--- config.mk ---
export PLATFORM = sky130hd
export DESIGN_NAME = rib_arbiter
export DESIGN_NICKNAME = d
export VERILOG_FILES = /design/src/rtl/tinyriscv_pkg.sv /design/src/rtl/rr_picker.sv /design/src/rtl/rib_arbiter.sv
export SDC_FILE = /design/constraint.sdc
export NUM_CORES = 1
export LEC_CHECK = 0
export ABC_AREA = 1
export CAP_MARGIN = 40
export CORE_AREA = 10 10 151 153
export CTS_CLUSTER_DIAMETER = 100
export DETAILED_ROUTE_END_ITERATION = 7
export DIE_AREA = 0 0 161 163
export PLACE_DENSITY = 0.54
export REMOVE_ABC_BUFFERS = 1
export SYNTH_ARGS = -nofsm -noshare
export SYNTH_HDL_FRONTEND = slang
export SYNTH_SLANG_ARGS = --single-unit
--- constraint.sdc ---
create_clock -name clk_i -period 4.6 [get_ports clk_i]
set_clock_uncertainty 0.1 [all_clocks]
set_input_delay 1.38 -clock clk_i [delete_from_list [all_inputs] [get_ports clk_i]]
set_output_delay 1.38 -clock clk_i [all_outputs]
set_load 0.05 [all_outputs]
--- src/rtl/tinyriscv_pkg.sv ---
// rtl/tinyriscv_pkg.sv - shared bus widths, arbiter state and RIB master indices
package tinyriscv_pkg;

    localparam int MemAddrBus = 32;
    localparam int MemBus     = 32;

    typedef enum logic {
        ARB_IDLE = 1'b0,
        ARB_BUSY = 1'b1
    } arb_state_e;

    localparam int RIB_M_EX   = 0;
    localparam int RIB_M_PC   = 1;
    localparam int RIB_M_JTAG = 2;
    localparam int RIB_M_UART = 3;

endpackage

--- src/rtl/rr_picker.sv ---
// rtl/rr_picker.sv - combinational round-robin pick: first request at or above ptr, wrapping
module rr_picker #(
    parameter int N  = 4,
    parameter int PW = (N > 1) ? $clog2(N) : 1
) (
    input  logic [N-1:0]  req_i,
    input  logic [PW-1:0] ptr_i,
    output logic [N-1:0]  gnt_o
);

    logic          found;
    logic [PW-1:0] idx;

    always_comb begin
        gnt_o = '0;
        found = 1'b0;
        idx   = '0;
        for (int i = 0; i < N; i++) begin
            idx = PW'((int'(ptr_i) + i) % N);
            if (!found && req_i[idx]) begin
                gnt_o[idx] = 1'b1;
                found      = 1'b1;
            end
        end
    end

endmodule

--- src/rtl/rib_arbiter.sv ---
// rtl/rib_arbiter.sv - RIB request-channel arbiter: absolute-priority debug masters,
// round-robin core ports, req/ready sequencing with timeout and abort.
module rib_arbiter
    import tinyriscv_pkg::*;
#(
    parameter int               NUM_M     = 4,
    parameter logic [NUM_M-1:0] PRIO_MASK = 4'b1100,
    parameter int               TIMEOUT   = 255
) (
    input  logic                                 clk_i,
    input  logic                                 rst_ni,
    input  logic [NUM_M-1:0]                     m_req_i,
    input  logic [NUM_M-1:0]                     m_we_i,
    input  logic [NUM_M-1:0][MemAddrBus-1:0]     m_addr_i,
    input  logic [NUM_M-1:0][MemBus-1:0]         m_wdata_i,
    output logic [MemBus-1:0]                    m_rdata_o,
    output logic [NUM_M-1:0]                     m_gnt_o,
    output logic [NUM_M-1:0]                     m_ready_o,
    output logic                                 s_req_o,
    output logic                                 s_we_o,
    output logic [MemAddrBus-1:0]                s_addr_o,
    output logic [MemBus-1:0]                    s_wdata_o,
    input  logic [MemBus-1:0]                    s_rdata_i,
    input  logic                                 s_ready_i,
    output logic                                 hold_flag_o,
    output logic                                 err_timeout_o
);

    localparam int         IW      = (NUM_M > 1) ? $clog2(NUM_M) : 1;
    localparam logic [7:0] TO_LAST = 8'(TIMEOUT - 1);

    arb_state_e     state_q;
    logic [IW-1:0]  owner_q;
    logic [IW-1:0]  rr_ptr_q;
    logic [7:0]     cnt_q;

    logic             busy;
    logic             owner_req;
    logic             owner_prio;
    logic             abort;
    logic             done_ok;
    logic             done_to;
    logic [NUM_M-1:0] prio_req;
    logic [NUM_M-1:0] rr_req;
    logic [NUM_M-1:0] rr_gnt;
    logic [IW-1:0]    win_idx;

    assign busy       = (state_q == ARB_BUSY);
    assign owner_req  = m_req_i[owner_q];
    assign owner_prio = PRIO_MASK[owner_q];
    assign prio_req   = m_req_i & PRIO_MASK;
    assign rr_req     = m_req_i & ~PRIO_MASK;

    // A withdrawn request outranks a simultaneous ready: the master no longer wants the result.
    assign abort   = busy && !owner_req;
    assign done_ok = busy && owner_req && s_ready_i;
    assign done_to = busy && owner_req && !s_ready_i && (cnt_q == TO_LAST);

    rr_picker #(.N(NUM_M), .PW(IW)) u_rr_picker (
        .req_i (rr_req),
        .ptr_i (rr_ptr_q),
        .gnt_o (rr_gnt)
    );

    always_comb begin
        win_idx = '0;
        if (prio_req != '0) begin
            for (int i = 0; i < NUM_M; i++) begin
                if (prio_req[i]) win_idx = IW'(i);
            end
        end else begin
            for (int i = 0; i < NUM_M; i++) begin
                if (rr_gnt[i]) win_idx = IW'(i);
            end
        end
    end

    always_comb begin
        m_gnt_o   = '0;
        m_ready_o = '0;
        if (busy) m_gnt_o[owner_q] = 1'b1;
        if (done_ok || done_to) m_ready_o[owner_q] = 1'b1;
    end

    assign m_rdata_o     = done_ok ? s_rdata_i : '0;
    assign err_timeout_o = done_to;
    assign s_req_o       = busy && owner_req;
    assign s_we_o        = busy && m_we_i[owner_q];
    assign s_addr_o      = busy ? m_addr_i[owner_q]  : '0;
    assign s_wdata_o     = busy ? m_wdata_i[owner_q] : '0;
    assign hold_flag_o   = rst_ni && ((busy && owner_prio) || (prio_req != '0));

    always_ff @(posedge clk_i or negedge rst_ni) begin
        if (!rst_ni) begin
            state_q  <= ARB_IDLE;
            owner_q  <= '0;
            rr_ptr_q <= '0;
            cnt_q    <= '0;
        end else begin
            case (state_q)
                ARB_IDLE: begin
                    cnt_q <= '0;
                    if (m_req_i != '0) begin
                        owner_q <= win_idx;
                        state_q <= ARB_BUSY;
                    end
                end
                ARB_BUSY: begin
                    if (abort || done_ok || done_to) begin
                        state_q <= ARB_IDLE;
                        cnt_q   <= '0;
                        if (done_ok && !owner_prio) begin
                            rr_ptr_q <= (owner_q == IW'(NUM_M - 1)) ? '0 : owner_q + 1'b1;
                        end
                    end else begin
                        cnt_q <= cnt_q + 8'd1;
                    end
                end
                default: state_q <= ARB_IDLE;
            endcase
        end
    end

endmodule

==> results of run 1 <==
==> worst max-delay path: stages <==
cell	delay, ns
sky130_fd_sc_hd__clkdlybuf4s50_1	0.48
sky130_fd_sc_hd__inv_1	0.06
sky130_fd_sc_hd__a21oi_1	0.11
sky130_fd_sc_hd__o21ai_1	0.12
sky130_fd_sc_hd__a21oi_4	0.20
sky130_fd_sc_hd__nand2_2	0.10
sky130_fd_sc_hd__buf_12	0.17
sky130_fd_sc_hd__nor2_1	0.21
sky130_fd_sc_hd__buf_12	0.17
==> repair_timing <==
| item | CTS | global route |
|---|---|---|
| resized for setup | 0 | 10 |
| setup endpoints to repair | 0 | 32 |
| buffers inserted | 0 | 0 |
==> path summary, 6_finish.rpt <==
path	slack (ns)	end	start	depth (start not counted)
worst min-delay path	0.39	cnt_q[0]	cnt_q[0]	1
min in group asynchronous	1.41	cnt_q[0]	rst_ni	2
worst min register to register	0.39	cnt_q[0]	cnt_q[0]	1
worst max register to register	2.42	rr_ptr_q[0]	owner_q[1]	9
worst max-delay path	0.09	m_rdata_o[19]	m_req_i[1]	9
max in group asynchronous	2.81	owner_q[0]	rst_ni	2
==> cells in the mapped netlist <==
cell type                  instances  share of area [%]
sky130_fd_sc_hd__nand2_2           1               0.18
sky130_fd_sc_hd__nor2_1          310                 34
sky130_fd_sc_hd__inv_1            57                6.2
sky130_fd_sc_hd__ha_1             12                4.4
sky130_fd_sc_hd__o31ai_1           1               0.22
sky130_fd_sc_hd__clkbuf_1         46                5.0
sky130_fd_sc_hd__dfrtp_1          13                9.5
sky130_fd_sc_hd__nand2_8           1               0.58
sky130_fd_sc_hd__o21ai_1           2               0.29
sky130_fd_sc_hd__buf_2             1               0.15
sky130_fd_sc_hd__and3_1            1               0.18
sky130_fd_sc_hd__a22oi_1           1               0.22
sky130_fd_sc_hd__a21boi_0          1               0.22
sky130_fd_sc_hd__xnor2_1           1               0.26
sky130_fd_sc_hd__inv_4             1               0.18
sky130_fd_sc_hd__or2_2             1               0.18
sky130_fd_sc_hd__nand4_1           5               0.91
sky130_fd_sc_hd__buf_6             2               0.66
sky130_fd_sc_hd__a21oi_1          67                9.8
sky130_fd_sc_hd__xor2_1            4                1.0
sky130_fd_sc_hd__a21oi_4           1               0.47
sky130_fd_sc_hd__o21ai_0         132                 19
sky130_fd_sc_hd__a21oi_2           1               0.26
sky130_fd_sc_hd__nand3_1          12                1.7
sky130_fd_sc_hd__and2_1            1               0.18
sky130_fd_sc_hd__inv_2             1               0.11
sky130_fd_sc_hd__nor3_1            1               0.15
sky130_fd_sc_hd__buf_1             6               0.66
sky130_fd_sc_hd__nand2_1          29                3.2
==> stage by stage <==
step           hold WS [ns]  setup slack, ns  power [W]  std cells  TNS, ns
3_5_place_dp          0.389           0.0716    0.00542       1348        0
6_report              0.394           0.0945    0.00555       1354        0
3_3_place_gp          0.379           0.0935    0.00541       1348        0
5_1_grt               0.421          -0.0349    0.00585       1354   -0.511
4_1_cts               0.394           0.0555    0.00560       1352        0
2_1_floorplan         0.349            -2.47    0.00280        657  -143.48
==> power by group <==
group	total, W	internal, W	switching, W
sequential	0.000232	0.000144	0.0000879
combinational	0.00516	0.00216	0.00300
clock	0.000160	0.000117	0.0000440
total	0.00555	0.00242	0.00313
==> kinds of logic (layout without fill, tap and decap cells) <==
kind of cell | count (synthesis) | in the layout | share of synthesized area [%]
AND/OR/NAND/NOR | 362 | 362 | 41.2
AO/OA/AOI/OAI | 206 | 206 | 30.7
buffers and inverters | 114 | 484 | 13.0
flip-flops | 13 | 13 | 9.48
adder cells (fa/ha/maj) | 12 | 12 | 4.37
XOR/XNOR | 5 | 5 | 1.28
other | 0 | 2 | 0
==> state kept, by name, summed over array words and instances (netlist names) <==
| signal | flops |
|---|---|
| busy | 1 |
| cnt_q | 8 |
| rr_ptr_q | 2 |
| owner_q | 2 |
==> layout make-up <==
cell class / count / area share [%]
repair buffers: 421 / 59.0
well taps: 270 / 3.79
clock buffers: 4 / 0.883
flip-flops and latches: 13 / 3.70
multi-input cells: 585 / 30.1
diodes: 2 / 0.0561
inverters: 59 / 2.51
==> metal layers <==
| layer | vias to the layer above | wire, µm | global-route usage [%] |
|---|---|---|---|
| li1 | 3006 | - | - |
| met1 | 2619 | 10600 | 22.0 |
| met2 | 214 | 14400 | 35.2 |
| met3 | 9 | 1700 | 3.56 |
| met4 | 0 | 152 | 2.15 |
| met5 | - | 0 | 0 |
==> summary.log, run 1 <==
[route] Vias 5848
[final_layout] final core utilization 44.8%
[grt] initial antenna violation count 2
[placement] I/O Buffers 406
[placement] Final Wtd Congestion 0.826
[final_layout] Non-Filler Cell Area, Final 0.00892 mm²
[floorplan] Total Die Area 0.0262 mm²
[floorplan] core area 0.0199 mm²
[floorplan] Die H 163 µm
[yosys] synthesized netlist cell count 712
[clocking] # H-tree levels 1
[setup_path] WP data arrival 3.03 ns
[grt] first-pass GRT wire length 38100 µm
[final_layout] most frequent standard cell in the layout excluding fill and tap cells sky130_fd_sc_hd__nor2_1
[final_layout] area occupied by registers 330 µm²
[power] peak ir drop on the vdd network 0.452 mV
[final_layout] area taken by multi-input logic gates 0.00269 mm²
[placement] detailed placement HPWL 22100 µm
[setup_path] data required time of the worst path 3.12 ns
[sta] normalized max-slew margin 53.5%
[clocking] number of sinks on the clock net 13
[final_layout] layout overhead on the synthesized area 160%
[route] initial DRC count 406
[sta] transition time at the pin with the least slew margin 0.698 ns
[setup_path] kind of critical path in2out
[sta] final max-slew violation count 0
[clocking] hold_buf cts 0
[final_layout] most frequent cells in the layout sky130_fd_sc_hd__nor2_1, sky130_fd_sc_hd__clkdlybuf4s50_1, sky130_fd_sc_hd__o21ai_0
[yosys] area of the mapped netlist 0.00343 mm²
[clocking] clock tree from TritonCTS yes
[sta] Tcrit/Tclk final 97.9%
[final_layout] Filler cells 2040
[yosys] part of the Yosys area used for sequential elements 9.48%
[sta] timing-limited maximum frequency 222 MHz
[clocking] Num CTS Buffers 3
[final_layout] final net count 1394
[yosys] synthesized area per cell 4.82 µm²
[min_path] Min-Delay Path Class reg2reg
[clocking] buffer depth of the longest clock path 2
[clocking] clock latency at the later pin of the worst-skew pair 0.24 ns
[yosys] Yosys cell types 29
[clocking] CTS Root Cell sky130_fd_sc_hd__clkbuf_16
[floorplan] count of standard-cell rows 52
[grt] via count of the first global-routing pass 5593
[floorplan] Die Wd 161 µm
[route] remaining antenna violation count after routing 0
[sta] endpoints failing hold 0
[route] DRC violation count after routing 0
[floorplan] effective utilization at floorplan 17.2%
[sta] Min Clock Period, post-route 4.51 ns
[run] maximum capacitance violations 0
[setup_path] crit path launch type input port
[route] Pre-antenna DRT Iters 5
[grt] GR Overflow Total 0
[sta] RSZ-0062 raised after global routing yes
[clocking] Worst-path clk slew 0.04 ns
[outcome] status finished clean
[sta] setup violators final 0
[final_layout] proportion of layout cells with a drive suffix above 1 13.2%
[power] Cell Pwr Density 622 mW/mm²
[power] Lkg Pwr 3.71 nW
[route] mean routed wirelength per cell 19.8 µm
[setup_path] kind of capture point of the worst setup path primary output
[yosys] number of synthesized register bits 13
[grt] maximum number of pins on one net before global-route repair 87
[grt] overall fraction of global-route tracks in use 18.7%
[floorplan] I/O pin count 407
[placement] instance area after placement 0.00881 mm²
[route] drt total wl 26800 µm
[yosys] Syn. warnings 0
[route] detail-routed via count per cell 4.32
[setup_path] largest fanout on the critical path 33
Power figures use the tool's default switching activity.
==> inputs of run 2 (changes only) <==
Settings changed: CORE_AREA 10 10 151 153 to 2 2 156 158, DIE_AREA 0 0 161 163 to 0 0 158 160, PLACE_DENSITY 0.54 to 0.46.
Clock period 4.6 ns to 5.35 ns, I/O delays scaled along.
==> summary.log, run 2 (same netlist as run 1, synthesis figures left out) <==
[outcome] status finished clean
[power] Switch Pwr 0.00255 W [-19%]
[route] Pre-antenna DRT Iters 4 [-1]
[sta] Tcrit/Tclk final 93.5%
[grt] via count of the first global-routing pass 5386 [-3.7%]
[clocking] hold_buf cts 0 [unchanged]
[sta] normalized max-slew margin 55.3% [+1.8 points]
[final_layout] registers with the most flip-flops cnt_q: 8 flops, owner_q: 2 flops, rr_ptr_q: 2 flops
[sta] endpoints failing hold 0 [unchanged]
[placement] instance area after placement 0.00807 mm² [-8.5%]
[floorplan] Total Die Area 0.0253 mm² [-3.7%]
[setup_path] r2r worst-path depth 9 [unchanged]
[sta] transition time at the pin with the least slew margin 0.665 ns [-0.0333 ns]
[floorplan] core area 0.0238 mm² [+20%]
[setup_path] WP data arrival 3.30 ns [+0.27 ns]
[final_layout] most frequent cells in the layout sky130_fd_sc_hd__nor2_1, sky130_fd_sc_hd__clkdlybuf4s50_1, sky130_fd_sc_hd__o21ai_0
[sta] setup violators final 0 [unchanged]
[grt] overall fraction of global-route tracks in use 17.3% [-1.4 points]
[route] mean routed wirelength per cell 17.2 µm [-13%]
[setup_path] CP peak stage delay 0.50 ns [+0.02 ns]
[placement] detailed placement HPWL 19200 µm [-13%]
[clocking] buffer depth of the longest clock path 2 [unchanged]
[grt] initial antenna violation count 0 [-2]
[grt] first-pass GRT wire length 33800 µm [-11%]
[grt] GR Overflow Total 0 [unchanged]
[clocking] Worst-path clk slew 0.04 ns [about the same]
[power] total internal power 0.00140 W [-42%]
[power] Cell Pwr Density 485 mW/mm² [-22%]
[setup_path] buffers plus inverters on the worst setup path 3 [-1]
[power] peak ir drop on the vdd network 0.204 mV [-55%]
[run] maximum capacitance violations 0 [unchanged]
[clocking] CTS Root Cell sky130_fd_sc_hd__clkbuf_16
[floorplan] Die H 160 µm [-1.8%]
[setup_path] crit path launch type input port
[clocking] number of buffers inserted to repair setup after CTS 0 [unchanged]
[power] Sw Ratio 64.5% [+8.0 points]
[min_path] Min-Delay Path Class reg2reg
[sta] Min Clock Period, post-route 5.00 ns
[floorplan] I/O pin count 407 [unchanged]
[power] Reg power frac 5.2% [+1.0 points]
[final_layout] number of flip-flops in the largest register 8 [unchanged]
[placement] Final Wtd Congestion 0.805 [-2.5%]
[min_path] hold path cells 1 [unchanged]
[final_layout] Diodes inserted 0 [-2]
[setup_path] kind of capture point of the worst setup path primary output
[grt] maximum number of pins on one net before global-route repair 58 [-33%]
[route] DRC violation count after routing 0 [unchanged]
[route] Vias 5800 [-0.82%]
[clocking] # H-tree levels 1 [unchanged]
[clocking] number of sinks on the clock net 13 [unchanged]
[setup_path] data required time of the worst path 3.65 ns [+0.53 ns]
[final_layout] final net count 1395 [+0.072%]
[clocking] Num CTS Buffers 3 [unchanged]
[final_layout] layout overhead on the synthesized area 137%
[setup_path] kind of critical path in2out
[setup_path] largest fanout on the critical path 5 [-85%]
[route] remaining antenna violation count after routing 0 [unchanged]
[floorplan] count of standard-cell rows 57 [+9.6%]
[final_layout] most frequent standard cell in the layout excluding fill and tap cells sky130_fd_sc_hd__nor2_1
[floorplan] effective utilization at floorplan 14.4% [-2.8 points]
[route] initial DRC count 231 [-43%]
[placement] I/O Buffers 406 [unchanged]
[sta] timing-limited maximum frequency 200 MHz
[route] detail-routed via count per cell 4.12 [-4.6%]
[sta] final max-slew violation count 0 [unchanged]
[setup_path] cell depth of the worst setup path 9 [unchanged]
[clocking] clock latency at the later pin of the worst-skew pair 0.24 ns [about the same]
[final_layout] top register by number of flip-flops cnt_q
[floorplan] Die Wd 158 µm [-1.9%]
[final_layout] Non-Filler Cell Area, Final 0.00814 mm² [-8.7%]
[power] Pwr Total 0.00395 W [-29%]
[power] combinational share of power 91.3% [-1.6 points]
[setup_path] slowest stage cell, crit path sky130_fd_sc_hd__clkdlybuf4s50_1
[setup_path] sequence of cells on the critical path clkdlybuf4s50_1 > inv_1 > a21oi_1 > o21ai_1 > a21oi_4 > nand2_2 > and2_1 > nor2_1 > buf_12
[final_layout] Filler cells 2643 [+30%]
[sta] RSZ-0062 raised after global routing no
[route] drt total wl 24200 µm [-9.8%]
[setup_path] delay-heaviest family, CP buffers and inverters
[clocking] clock tree from TritonCTS yes
[final_layout] proportion of layout cells with a drive suffix above 1 12.0% [-1.2 points]
[power] clock group share of total power 3.5% [+0.6 points]
[sta] hold_ws 0.377 ns [-0.0173 ns]
[clocking] number of gates resized after cts 0 [unchanged]
[power] Lkg Pwr 3.45 nW [-6.9%]
-- run 2: changes by cell type in the layout (fill, tap and decap cells not counted), sizes merged --
cell           change
diode              -2
clkdlybuf4s50      +6
buf                -5
-- run 2: routing by layer --
| metal | track usage, % | part of all wire, % |
|---|---|---|
| met5 | 0 | 0 |
| met4 | 2.38 | 1.4 |
| met3 | 2.90 | 6.9 |
| met2 | 32.7 | 51 |
| met1 | 20.7 | 41 |
-- run 2: path summary, 6_finish.rpt --
check	startpoint	end	slack, ns
max	m_req_i[1]	m_ready_o[0]	0.35
min	cnt_q[0]	cnt_q[0]	0.38
max reg2reg	owner_q[1]	busy	2.93
min reg2reg	cnt_q[0]	cnt_q[0]	0.38
min in group asynchronous	rst_ni	cnt_q[5]	1.60
max in group asynchronous	rst_ni	owner_q[0]	3.36
-- run 2: worst reg2reg max path, delay by kind of cell, from the launching register on --
kind	cells	cell delay (ns)
buffers and inverters	2	0.52
and+or+nand+nor	4	0.45
DFF	1	0.70
AOI/OAI and AO/OA	3	0.50
-- run 2: through the flow --
| stage | setup TNS (ns) | instances | setup WS, ns | utilization (%) |
|---|---|---|---|---|
| floorplan | -81.20 | 657 | -1.95 | - |
| global placement | 0 | 1403 | 0.346 | 33.9 |
| detailed placement | 0 | 1403 | 0.318 | 33.9 |
| CTS | 0 | 1407 | 0.314 | 34.2 |
| global route | 0 | 1407 | 0.221 | 34.2 |
| finish | 0 | 1407 | 0.346 | 34.2 |
-- run 2: cell type report --
type	instances	area (µm²)	area share [%]
multi-input combinational	585	2660	32.7
timing repair buffer	422	4440	54.6
tap	324	405	4.98
sequential	13	330	4.06
inverter	59	224	2.75
clock buffer	4	78.8	0.968
-- run 2: power groups by stage --
| stage | clock network (W) | logic [W] | registers, W |
|---|---|---|---|
| 4_1_cts | 0.000143 | 0.00365 | 0.000209 |
| 5_1_grt | 0.000147 | 0.00385 | 0.000215 |
| 2_1_floorplan | 0 | 0.00215 | 0.000257 |
| 6_report | 0.000140 | 0.00361 | 0.000205 |
| 3_5_place_dp | 0 | 0.00364 | 0.000211 |
| 3_3_place_gp | 0 | 0.00365 | 0.000211 |
==> inputs of run 3 (changes only) <==
Settings changed: CELL_PAD_IN_SITES_DETAIL_PLACEMENT set to 0, CELL_PAD_IN_SITES_GLOBAL_PLACEMENT set to 1, CORE_AREA 2 2 156 158 to 2 2 159 161, CTS_CLUSTER_DIAMETER 100 to not set, DIE_AREA 0 0 158 160 to 0 0 161 163, DONT_BUFFER_PORTS set to 1, PLACE_DENSITY 0.46 to 0.36.
==> summary.log, run 3 (same netlist as run 1, synthesis figures left out) <==
[outcome] status finished clean
[sta] final max-slew violation count 0 [unchanged]
[final_layout] most frequent cells in the layout sky130_fd_sc_hd__nor2_1, sky130_fd_sc_hd__o21ai_0, sky130_fd_sc_hd__buf_4
[route] Vias 4763 [-18%]
[placement] Final Wtd Congestion 0.747 [-7.2%]
[power] total internal power 0.00107 W [-24%]
[final_layout] area occupied by registers 330 µm² [unchanged]
[power] Reg power frac 5.9% [+0.7 points]
[route] DRC violation count after routing 0 [unchanged]
[final_layout] proportion of layout cells with a drive suffix above 1 16.0% [+3.9 points]
[grt] initial antenna violation count 1 [+1]
[clocking] number of buffers inserted to repair setup after CTS 0 [unchanged]
[clocking] clock latency at the later pin of the worst-skew pair 0.24 ns [about the same]
[route] mean routed wirelength per cell 17.4 µm [+1.2%]
[power] peak ir drop on the vdd network 0.223 mV [+9.0%]
[route] detail-routed via count per cell 4.33 [+4.9%]
[setup_path] crit path from m_req_i[2]
[clocking] number of gates resized after cts 0 [unchanged]
[sta] RSZ-0062 raised after global routing no
[setup_path] kind of critical path in2out
[clocking] Num CTS Buffers 3 [unchanged]
[clocking] number of sinks on the clock net 13 [unchanged]
[final_layout] top register by number of flip-flops cnt_q
[power] Cell Pwr Density 767 mW/mm² [+58%]
[placement] cell total after placement 1097 [-22%]
[placement] I/O Buffers 0 [-100%]
[clocking] buffer depth of the longest clock path 2 [unchanged]
[placement] detailed placement HPWL 14700 µm [-24%]
[floorplan] Die Wd 161 µm [+1.9%]
[power] combinational share of power 90.0% [-1.3 points]
[sta] Min Clock Period, post-route 4.67 ns [-0.336 ns]
[final_layout] final net count 1083 [-22%]
[power] clock group share of total power 4.0% [+0.5 points]
[setup_path] largest fanout on the critical path 5 [unchanged]
[final_layout] registers with the most flip-flops cnt_q: 8 flops, owner_q: 2 flops, rr_ptr_q: 2 flops
[final_layout] most frequent standard cell in the layout excluding fill and tap cells sky130_fd_sc_hd__nor2_1
[setup_path] crit path launch type input port
[floorplan] Die H 163 µm [+1.9%]
[final_layout] final core utilization 18.6% [-16 points]
[sta] normalized max-slew margin 43.5% [-12 points]
[setup_path] kind of capture point of the worst setup path primary output
[grt] via count of the first global-routing pass 4316 [-20%]
[power] Pwr Total 0.00352 W [-11%]
[sta] hold_ws 0.387 ns [+0.0107 ns]
[floorplan] effective utilization at floorplan 13.9% [-0.50 points]
[clocking] CTS Root Cell sky130_fd_sc_hd__clkbuf_16
[grt] GR Overflow Total 0 [unchanged]
[floorplan] core area 0.0247 mm² [+3.6%]
[floorplan] Total Die Area 0.0262 mm² [+3.8%]
[final_layout] layout overhead on the synthesized area 33.7%
[floorplan] count of standard-cell rows 58 [+1.8%]
[route] initial DRC count 316 [+37%]
[route] drt total wl 19200 µm [-21%]
[clocking] Worst-path clk slew 0.05 ns [about the same]
[route] remaining antenna violation count after routing 0 [unchanged]
[route] Pre-antenna DRT Iters 6 [+2]
[power] Sw Ratio 69.7% [+5.2 points]
[final_layout] number of flip-flops in the largest register 8 [unchanged]
[sta] timing-limited maximum frequency 214 MHz [+7.2%]
[power] Lkg Pwr 2.12 nW [-39%]
[setup_path] data required time of the worst path 3.65 ns [about the same]
[sta] setup violators final 0 [unchanged]
[setup_path] WP data arrival 2.96 ns [-0.34 ns]
[grt] first-pass GRT wire length 26300 µm [-22%]
[sta] transition time at the pin with the least slew margin 0.848 ns [+0.183 ns]
[clocking] # H-tree levels 1 [unchanged]
[sta] endpoints failing hold 0 [unchanged]
[clocking] hold_buf cts 0 [unchanged]
[run] maximum capacitance violations 0 [unchanged]
[min_path] Min-Delay Path Class reg2reg
[final_layout] Final Instance Count excl. Fillers 1101 [-22%]
[power] Switch Pwr 0.00245 W [-3.7%]
[floorplan] I/O pin count 407 [unchanged]
[sta] Tcrit/Tclk final 87.2% [-6.3 points]
[setup_path] reg-to-reg critical path startpoint owner_q[0]
[final_layout] area taken by multi-input logic gates 0.00266 mm² [unchanged]
[grt] maximum number of pins on one net before global-route repair 102 [+76%]
[final_layout] Diodes inserted 0 [unchanged]
[grt] overall fraction of global-route tracks in use 12.7% [-4.6 points]
[final_layout] Filler cells 2976 [+13%]
[clocking] clock tree from TritonCTS yes
[min_path] Hold Startpoint cnt_q[0]
[run 3: changes by cell type in the layout (fill, tap and decap cells not counted)]
cell / previous run / this run
sky130_fd_sc_hd__a21boi_0: 1 / 0
sky130_fd_sc_hd__a21boi_1: 0 / 1
sky130_fd_sc_hd__buf_12: 41 / 3
sky130_fd_sc_hd__buf_16: 0 / 1
sky130_fd_sc_hd__buf_4: 76 / 106
sky130_fd_sc_hd__clkdlybuf4s50_1: 305 / 0
[run 3: final timing paths]
kind                       cells past startpoint            to  slack [ns]
max                                            8  m_ready_o[2]        0.68
min                                            1      cnt_q[0]        0.39
max reg2reg                                    8   rr_ptr_q[0]        2.79
min reg2reg                                    1      cnt_q[0]        0.39
max in group asynchronous                      0    owner_q[0]        4.11
min in group asynchronous                      0      cnt_q[1]        0.96
[run 3: cell type report]
class,count,share of cell area [%]
timing repair buffer,110,19.2
sequential,13,7.20
tap,330,8.99
clock buffer,4,1.72
inverter,59,4.88
multi-input combinational,585,58.0
[run 3: per-layer routing]
layer  vias to the layer above  GRT usage [%]  part of all wire [%]
met1                      2165           16.1                    41
met4                         2           1.58                  0.93
met3                        12           2.37                   6.7
met5                         -              0                 0.068
met2                       202           23.1                    51
li1                       2382              -                     -
[run 3: metrics by stage]
stage,cell area [µm²],setup WS (ns),setup TNS [ns]
final,4590,0.683,0
after global routing,4590,0.553,0
after CTS,4590,0.655,0
after detailed placement,4510,0.670,0
after global placement,4480,0.696,0
after floorplan,3210,-1.95,-81.20
[run 3: power by group through the flow]
stage,registers (W),logic [W],clock network [W]
after global placement,0.000218,0.00322,0
after detailed placement,0.000214,0.00320,0
after global routing,0.000217,0.00341,0.000156
after floorplan,0.000257,0.00215,0
final,0.000209,0.00317,0.000142
after CTS,0.000212,0.00321,0.000147
[run 3: critical path, cell delays in order]
cell and delay (ns):
sky130_fd_sc_hd__inv_1 0.05, sky130_fd_sc_hd__a21oi_2 0.12, sky130_fd_sc_hd__o21ai_1 0.10, sky130_fd_sc_hd__a21oi_4 0.31, sky130_fd_sc_hd__nand3_1 0.15, sky130_fd_sc_hd__and2_1 0.27
sky130_fd_sc_hd__nor2_1 0.14, sky130_fd_sc_hd__buf_4 0.21
